**src/rtl/circle_anim_ctrl.sv**
```systemverilog
// Rotating-segment sequencer for a row of 7-segment digits: debounces the run and
// direction buttons, steps one lit segment around the row perimeter on counter ticks.
module circle_anim_ctrl #(
    parameter int NUM_OF_DISPLAYS = 6,
    parameter int DEBOUNCE_CYCLES = 4,
    parameter int SPEED_W         = 2
) (
    input  logic                               clk_i,
    input  logic                               rst_ni,
    input  logic                               tick_i,
    input  logic                               btn_run_i,
    input  logic                               btn_dir_i,
    input  logic [SPEED_W-1:0]                 speed_i,
    output logic [$clog2(NUM_OF_DISPLAYS)-1:0] curr_display_o,
    output logic [2:0]                         seg_idx_o,
    output logic                               directie_o,
    output logic                               active_o,
    output logic                               lap_o
);

    localparam int N      = NUM_OF_DISPLAYS;
    localparam int P      = 2 * N + 4;
    localparam int POS_W  = $clog2(P);
    localparam int DISP_W = $clog2(N);
    localparam int DBC_W  = (DEBOUNCE_CYCLES > 1) ? $clog2(DEBOUNCE_CYCLES) : 1;
    localparam int BTN_RUN = 0;
    localparam int BTN_DIR = 1;

    typedef enum logic [1:0] {
        IDLE  = 2'd0,
        RUN   = 2'd1,
        PAUSE = 2'd2
    } state_e;

    // Perimeter walk: top row left-to-right, right edge down, bottom row right-to-left, left edge up.
    function automatic logic [DISP_W+2:0] map_pos(input logic [POS_W-1:0] p);
        int pi;
        int d;
        int s;
        pi = int'(p);
        if (pi < N) begin
            d = pi;
            s = 0;
        end else if (pi == N) begin
            d = N - 1;
            s = 1;
        end else if (pi == N + 1) begin
            d = N - 1;
            s = 2;
        end else if (pi <= 2 * N + 1) begin
            d = 2 * N + 1 - pi;
            s = 3;
        end else if (pi == 2 * N + 2) begin
            d = 0;
            s = 4;
        end else begin
            d = 0;
            s = 5;
        end
        return {DISP_W'(d), 3'(s)};
    endfunction

    logic [1:0]            btn_raw;
    logic [1:0]            sync1_q;
    logic [1:0]            sync2_q;
    logic [1:0]            deb_q;
    logic [1:0]            deb_d;
    logic [1:0]            deb_prev_q;
    logic [1:0]            press_q;
    logic [1:0][DBC_W-1:0] cnt_q;
    logic [1:0][DBC_W-1:0] cnt_d;

    state_e                state_q;
    state_e                state_d;
    logic [POS_W-1:0]      pos_q;
    logic [POS_W-1:0]      pos_d;
    logic [SPEED_W-1:0]    div_q;
    logic [SPEED_W-1:0]    div_d;
    logic                  dir_q;
    logic                  dir_d;
    logic                  lap_q;
    logic                  lap_d;
    logic [DISP_W-1:0]     disp_q;
    logic [DISP_W-1:0]     disp_d;
    logic [2:0]            seg_q;
    logic [2:0]            seg_d;

    logic                  run_press;
    logic                  dir_press;
    logic                  enter_run;
    logic                  step_en;
    logic                  dir_toggle;

    assign btn_raw   = {btn_dir_i, btn_run_i};
    assign run_press = press_q[BTN_RUN];
    assign dir_press = press_q[BTN_DIR];

    // A level is accepted only after DEBOUNCE_CYCLES consecutive samples differing from the accepted one.
    always_comb begin
        deb_d = deb_q;
        cnt_d = cnt_q;
        for (int i = 0; i < 2; i++) begin
            if (sync2_q[i] == deb_q[i]) begin
                cnt_d[i] = '0;
            end else if (cnt_q[i] == DBC_W'(DEBOUNCE_CYCLES - 1)) begin
                deb_d[i] = sync2_q[i];
                cnt_d[i] = '0;
            end else begin
                cnt_d[i] = cnt_q[i] + DBC_W'(1);
            end
        end
    end

    always_ff @(posedge clk_i or negedge rst_ni) begin
        if (!rst_ni) begin
            sync1_q    <= '0;
            sync2_q    <= '0;
            deb_q      <= '0;
            deb_prev_q <= '0;
            press_q    <= '0;
            cnt_q      <= '0;
        end else begin
            sync1_q    <= btn_raw;
            sync2_q    <= sync1_q;
            deb_q      <= deb_d;
            deb_prev_q <= deb_q;
            press_q    <= deb_q & ~deb_prev_q;
            cnt_q      <= cnt_d;
        end
    end

    always_ff @(posedge clk_i or negedge rst_ni) begin
        if (!rst_ni) begin
            state_q <= IDLE;
        end else begin
            state_q <= state_d;
        end
    end

    always_comb begin
        state_d = state_q;
        case (state_q)
            IDLE:    if (run_press) state_d = RUN;
            RUN:     if (run_press) state_d = PAUSE;
            PAUSE:   if (run_press) state_d = RUN;
            default: state_d = IDLE;
        endcase
    end

    // A run press in the same cycle as a tick takes priority: the tick is dropped.
    always_comb begin
        active_o   = (state_q == RUN) || (state_q == PAUSE);
        enter_run  = (state_q == IDLE) && run_press;
        step_en    = (state_q == RUN) && tick_i && !run_press;
        dir_toggle = dir_press && (state_q != IDLE);
    end

    always_comb begin
        pos_d = pos_q;
        div_d = div_q;
        lap_d = 1'b0;
        dir_d = dir_toggle ? ~dir_q : dir_q;
        if (enter_run) begin
            pos_d = '0;
            div_d = '0;
        end else if (step_en) begin
            // >= rather than == so that lowering speed_i below div still steps.
            if (div_q >= speed_i) begin
                div_d = '0;
                if (dir_q) begin
                    if (pos_q == POS_W'(P - 1)) begin
                        pos_d = '0;
                        lap_d = 1'b1;
                    end else begin
                        pos_d = pos_q + POS_W'(1);
                    end
                end else begin
                    if (pos_q == '0) begin
                        pos_d = POS_W'(P - 1);
                        lap_d = 1'b1;
                    end else begin
                        pos_d = pos_q - POS_W'(1);
                    end
                end
            end else begin
                div_d = div_q + SPEED_W'(1);
            end
        end
    end

    always_comb begin
        disp_d = '0;
        seg_d  = '0;
        if (state_q != IDLE) begin
            {disp_d, seg_d} = map_pos(pos_q);
        end
    end

    always_ff @(posedge clk_i or negedge rst_ni) begin
        if (!rst_ni) begin
            pos_q  <= '0;
            div_q  <= '0;
            dir_q  <= 1'b1;
            lap_q  <= 1'b0;
            disp_q <= '0;
            seg_q  <= '0;
        end else begin
            pos_q  <= pos_d;
            div_q  <= div_d;
            dir_q  <= dir_d;
            lap_q  <= lap_d;
            disp_q <= disp_d;
            seg_q  <= seg_d;
        end
    end

    assign curr_display_o = disp_q;
    assign seg_idx_o      = seg_q;
    assign directie_o     = dir_q;
    assign lap_o          = lap_q;

endmodule

```
**config.mk**
```make
export PLATFORM = sky130hd
export DESIGN_NAME = circle_anim_ctrl
export DESIGN_NICKNAME = d
export VERILOG_FILES = /design/src/rtl/circle_anim_ctrl.sv
export SDC_FILE = /design/constraint.sdc
export NUM_CORES = 1
export LEC_CHECK = 0
export ABC_AREA = 1
export CORE_MARGIN = 10
export CORE_UTILIZATION = 59
export DETAILED_ROUTE_END_ITERATION = 8
export PLACE_DENSITY = 0.83
export SLEW_MARGIN = 10
export SYNTH_ARGS = -nofsm -noshare
export SYNTH_HDL_FRONTEND = slang
export SYNTH_SLANG_ARGS = --single-unit
```
**constraint.sdc**
```tcl
create_clock -name clk_i -period 3.3 [get_ports clk_i]
set_input_delay 0.99 -clock clk_i [delete_from_list [all_inputs] [get_ports clk_i]]
set_output_delay 0.99 -clock clk_i [all_outputs]
set_load 0.01 [all_outputs]
```
==> results of run 1 <==
worst reg2reg max path: cells and delay by family, from the launching register on:
kind                       cells  cell delay, ns
DFF                            1            0.55
and+or+nand+nor                4            0.45
adders and majority gates      1            0.31
buffers and inverters          1            0.14
routing by layer:
layer  wire, µm  vias to the layer above
met5          0                        -
met4         59                        0
met3        142                        6
met2       1400                       25
met1       1060                      525
li1           -                      587
cell usage after synthesis (2+ instances only):
cell	instances	area share, %
nand2_1	39	9.6
dfrtp_1	29	48
inv_1	23	5.7
nor2_1	18	4.4
nand3_1	16	5.3
ha_1	15	12
o21ai_0	6	2.0
a21oi_1	5	1.6
nor3_1	4	1.3
xnor2_1	3	1.7
buf_6	2	1.5
inv_2	2	0.49
nand4_1	2	0.82
flip-flops by register name (all words and copies together) (netlist names):
| name | cells |
|---|---|
| cnt_q | 4 |
| curr_display_o | 3 |
| deb_prev_q | 2 |
| deb_q | 2 |
| directie_o | 1 |
| div_q | 2 |
| lap_o | 1 |
| pos_q | 4 |
| press_q | 2 |
| seg_idx_o | 3 |
| state_q | 2 |
| sync1_q | 2 |
| sync2_q | 2 |
logic make-up after synthesis:
family / Yosys count
simple gates: 82
flops: 30
buf+inv: 28
fa+ha+maj: 15
compound gates: 13
xor+xnor: 4
power groups by stage:
stage | sequential, mW | combinational [mW] | clock [mW]
final | 0.628 | 0.713 | 0.221
after detailed placement | 0.635 | 0.721 | 0
after CTS | 0.628 | 0.725 | 0.231
after global routing | 0.648 | 0.836 | 0.245
after global placement | 0.629 | 0.676 | 0
after floorplan | 0.602 | 0.546 | 0
worst max path at each step:
stage               start       end  slack [ns]  cells after the start
6_report       state_q[0]  active_o        0.67                      3
5_1_grt        state_q[0]  active_o        0.58                      3
4_1_cts        state_q[0]  active_o        0.64                      3
3_5_place_dp   speed_i[1]  pos_q[1]        0.96                      9
3_3_place_gp   speed_i[1]  pos_q[1]        0.98                      9
2_1_floorplan  speed_i[1]  pos_q[1]        1.48                      8
through the flow:
step	instances	total power, mW
after global placement	216	1.30
after detailed placement	216	1.36
after floorplan	172	1.15
after global routing	224	1.73
final	224	1.56
after CTS	224	1.58
layout make-up:
class | count | area share, %
clock buffers | 7 | 3.13
clock inverters | 1 | 0.285
inverters | 26 | 5.69
multi-input cells | 114 | 37.0
flip-flops and latches | 30 | 42.8
well taps | 30 | 2.14
repair buffers | 16 | 8.97
cells in the final DEF (no fill, tap or decap), types with 2 or more instances in the layout:
cell,count
nand2_1,39
dfrtp_1,29
inv_1,23
nor2_1,18
nand3_1,16
ha_1,15
clkdlybuf4s50_1,15
o21ai_0,6
a21oi_1,5
clkbuf_4,5
nor3_1,4
xnor2_1,3
inv_2,2
nand4_1,2
==> impl_metrics.json, run 1 <==
{
  "n_antenna_cell": 0,
  "finalNetCount": 215,
  "max_stage_delay_ns": 0.53,
  "hold_viol": 0,
  "worstPathMaxFanout": 4,
  "wire_per_inst_um": 11.9,
  "powerDensity_nw_per_um2": 889,
  "dpl_cell_area_um2": 1700,
  "drt_iter0_drc": 100,
  "syn_inst": 172,
  "setup_violations": 0,
  "sw_frac_of_total_pct": 41.5,
  "cts_resized": 0,
  "maxCapViolations": 0,
  "cts_setup_buffers": 0,
  "grt_max_degree": 31,
  "grt_first_pass_wirelength_mm": 4.89,
  "synth_top_family_by_area": "simple AND/OR/NAND/NOR gates",
  "met1_usage_pct": 11.7,
  "dpl.hpwl_mm": 2.10,
  "outcome": "complete, no violations",
  "cts_tree": "yes",
  "hold_slack_ns": 0.356,
  "route.vias.total": 1143,
  "rows": 18,
  "finClkSkew_ns": 0.00566,
  "dieArea_um2": 5020,
  "fillers": 194,
  "p_switching_uw": 648,
  "multi_input_area_um2": 651,
  "cp_num_buf_inv": 2,
  "power.internal_uw": 914,
  "tightest_slew_ns": 0.397,
  "top_usage_layer": "met2",
  "syn_avg_cell_area_um2": 8.87,
  "crit_arrival_ns": 1.64,
  "hold_path_depth": 0,
  "post-route-period-util_pct": 79.7,
  "seqPwrFrac_pct": 40.2,
  "htreeDepth": 2,
  "setup_tns_ns": 0,
  "overflow": 0,
  "synth-simple-area-share_pct": 23.5,
  "ys_ff_latch": 30,
  "path_delay_family": "buffers and inverters",
  "cts_hold_buf": 0,
  "startpoint_type": "register",
  "seqCellArea_um2": 752,
  "io_pins": 16,
  "start_util_pct": 61.6,
  "wl_mm": 2.66,
  "dieHeight_um": 70.8,
  "synth_area_um2": 1530,
  "r2r-start": "pos_q[0]",
  "power.leakage_nw": 0.920,
  "grt_usage_pct": 11.9,
  "synth_async_sr_flop_share_pct": 100,
  "drc": 0,
  "peakVddDrop_uv": 615,
  "grt_pass1_vias": 1166,
  "synth-edff-count": 0,
  "globalRouteMet3Util_pct": 5.02,
  "ys.flop_type": "dfrtp_1",
  "numCtsBuffers": 5,
  "antenna_found_initial": 0,
  "seq_area_frac_synth_pct": 49.3,
  "grtUsageMet2_pct": 20.7,
  "maxSlewViolCount": 0,
  "ant_nets": 0,
  "synth_cell_types": 21,
  "comb_power_share_pct": 45.7,
  "hp-class": "register to register",
  "synth_fa_ha_area_share_pct": 12.3,
  "fin_util_pct": 71.0,
  "path_clk_slew_ns": 0.09,
  "synth_compound_area_share_pct": 4.51,
  "post-route-min-period_ns": 2.63,
  "path_class": "register to output pin",
  "final_area_um2": 1760,
  "min-delay-start": "sync1_q[1]",
  "fmax_ghz": 0.380,
  "firstDrtPassIters": 4,
  "core_um2": 2480,
  "crit_chain": "inv_1 -> ha_1 -> clkdlybuf4s50_1",
  "vias_per_cell": 5.10,
  "synth-xor-area-share_pct": 2.30,
  "rsz0062_at_grt": "no",
  "portBuffers": 15,
  "pre_cts_slack_ns": 0.958,
  "ctsLongestPathBuffers": 2,
  "endpoint_kind": "output pin",
  "area_growth_pct": 15.3,
  "drive_gt1_share_pct": 8.25,
  "pwr-share-clk_pct": 14.2,
  "routabilityCongestion": 0.814,
  "regToRegSetupSlack_ns": 1.73,
  "syn_nets": 194,
  "synth.area.mux_share_pct": 0,
  "die-width_um": 70.8,
  "setup_slack_ns": 0.670,
  "worst_r2r_path_depth": 6,
  "clkLatencyLatePin_ns": 0.33,
  "root_buffer": "clkbuf_4",
  "crit_required_ns": 2.31,
  "relSlewSlack_pct": 73.5,
  "hold_end": "sync2_q[1]",
  "ys_warn_count": 0,
  "clock-sinks": 30,
  "regToRegEndpoint": "curr_display_o[2]",
  "crit_slowest_cell": "clkdlybuf4s50_1"
}
(Power assumes the default switching activity.)
==> run 2, diff against run 1 <==
- CORE_UTILIZATION: 59 -> 50
- PLACE_DENSITY: 0.83 -> 0.75
- clock period: 3.3 -> 2.3 ns (I/O delays scaled with it)
==> run 2 against run 1 <==
Die area is 13% higher. Cell count is 0.89% higher. Core utilization is 7.7 points lower. Sequential share of layout area is 0.78 points lower. Global-route usage hardly changed. Critical path type unchanged. Largest cell class unchanged. Highest routed layer unchanged.
==> impl_metrics.json, run 2 (synthesis gave the netlist of run 1 again) <==
{
  "htreeDepth": 2,
  "die-width_um": 75.2,
  "post-route-min-period_ns": 2.20,
  "grt_usage_pct": 11.9,
  "final_common_cell": "nand2_1",
  "max_stage_delay_ns": 0.62,
  "start_util_pct": 53.9,
  "cts_hold_buf": 0,
  "setup_slack_ns": 0.0996,
  "firstDrtPassIters": 4,
  "route.vias.total": 1152,
  "rsz0062_at_grt": "no",
  "hold_viol": 0,
  "numCtsBuffers": 5,
  "dieArea_um2": 5660,
  "root_buffer": "clkbuf_4",
  "ctsLongestPathBuffers": 2,
  "n_antenna_cell": 0,
  "path_class": "register to output pin",
  "crit_required_ns": 1.61,
  "hold_slack_ns": 0.366,
  "worstPathMaxFanout": 7,
  "endpoint_kind": "output pin",
  "cts_tree": "yes",
  "fillers": 236,
  "clkLatencyLatePin_ns": 0.33,
  "grt_max_degree": 31,
  "maxCapViolations": 0,
  "comb_power_share_pct": 43.6,
  "reg.largest.list": "cnt_q x4, pos_q x4",
  "p_switching_uw": 957,
  "dpl.hpwl_mm": 2.17,
  "finClkSkew_ns": 0.00251,
  "post-route-period-util_pct": 95.7,
  "ant_nets": 0,
  "pwr-share-clk_pct": 18.4,
  "dpl_cell_area_um2": 1700,
  "crit_chain": "clkdlybuf4s50_1",
  "core_um2": 2830,
  "cp_num_buf_inv": 1,
  "drt_iter0_drc": 53,
  "hp-class": "register to register",
  "tightest_slew_ns": 0.428,
  "rows": 19,
  "relSlewSlack_pct": 71.5,
  "setup_violations": 0,
  "drc": 0,
  "p_total_mw": 2.38,
  "clock-sinks": 30,
  "drive_gt1_share_pct": 8.72,
  "startpoint_type": "register",
  "seqPwrFrac_pct": 38.0,
  "crit_slowest_cell": "dfstp_2",
  "path_clk_slew_ns": 0.09,
  "finalNetCount": 216,
  "area_growth_pct": 17.4,
  "final_area_um2": 1790,
  "crit_arrival_ns": 1.51,
  "power.leakage_nw": 0.937,
  "portBuffers": 15,
  "setup_tns_ns": 0,
  "wire_per_inst_um": 12.9,
  "path_delay_family": "flip-flops",
  "io_pins": 16,
  "antenna_found_initial": 0,
  "vias_per_cell": 5.10,
  "wl_mm": 2.91,
  "power.internal_mw": 1.42,
  "grt_pass1_vias": 1201,
  "maxSlewViolCount": 0,
  "pre_cts_slack_ns": 0.177,
  "final_cell_mix": "nand2_1 (39), dfrtp_1 (29), inv_1 (23)",
  "overflow": 0,
  "routabilityCongestion": 0.808,
  "powerDensity_nw_per_um2": 1330,
  "grt_first_pass_wirelength_mm": 5.15,
  "outcome": "complete, no violations",
  "fmax_ghz": 0.454,
  "peakVddDrop_uv": 664,
  "dieHeight_um": 75.2,
  "sw_frac_of_total_pct": 40.3
}
[run 2: layer usage]
layer | track usage [%] | wire [µm] | up-vias
met1 | 11.8 | 1200 | 537
met2 | 21.4 | 1510 | 26
li1 | - | - | 581
met5 | 0 | 0 | -
met3 | 4.86 | 143 | 8
met4 | 5.36 | 59 | 0
[run 2: worst paths after layout]
check / slack (ns) / endpoint / cells after the start / start
max: 0.1 / directie_o / 1 / directie_o
min: 0.37 / sync2_q[1] / 0 / sync1_q[1]
max reg2reg: 0.74 / curr_display_o[0] / 6 / pos_q[0]
min reg2reg: 0.37 / sync2_q[1] / 0 / sync1_q[1]
max in group asynchronous: 1.25 / directie_o / 2 / rst_ni
min in group asynchronous: 0.73 / seg_idx_o[2] / 2 / rst_ni
[run 2: through the flow]
step	cells	util, %
final	226	63.3
after global routing	226	63.3
after CTS	226	63.3
after detailed placement	217	60.1
after global placement	217	60.1
after floorplan	172	-
[run 2: power by group through the flow]
stage,Sequential [mW],Combinational (mW),Clock [mW]
2_1_floorplan,0.863,0.783,0
3_3_place_gp,0.904,0.980,0
3_5_place_dp,0.920,1.03,0
4_1_cts,0.903,1.05,0.455
5_1_grt,0.933,1.19,0.477
6_report,0.903,1.04,0.439
[run 2: cell type report]
class                   count  area, µm²  area share, %
clock buffers               7       55.1           3.07
clock inverters             1       30.0           1.68
inverters                  26        100           5.59
multi-input cells         114        651           36.3
flip-flops and latches     30        752           42.0
well taps                  31       38.8           2.17
repair buffers             17        164           9.15
[run 2: repair_timing]
action | 4_1_cts | 5_1_grt
gates resized for setup | 1 | 0
setup buffers | 1 | 0
endpoints found under the setup margin | 1 | 0
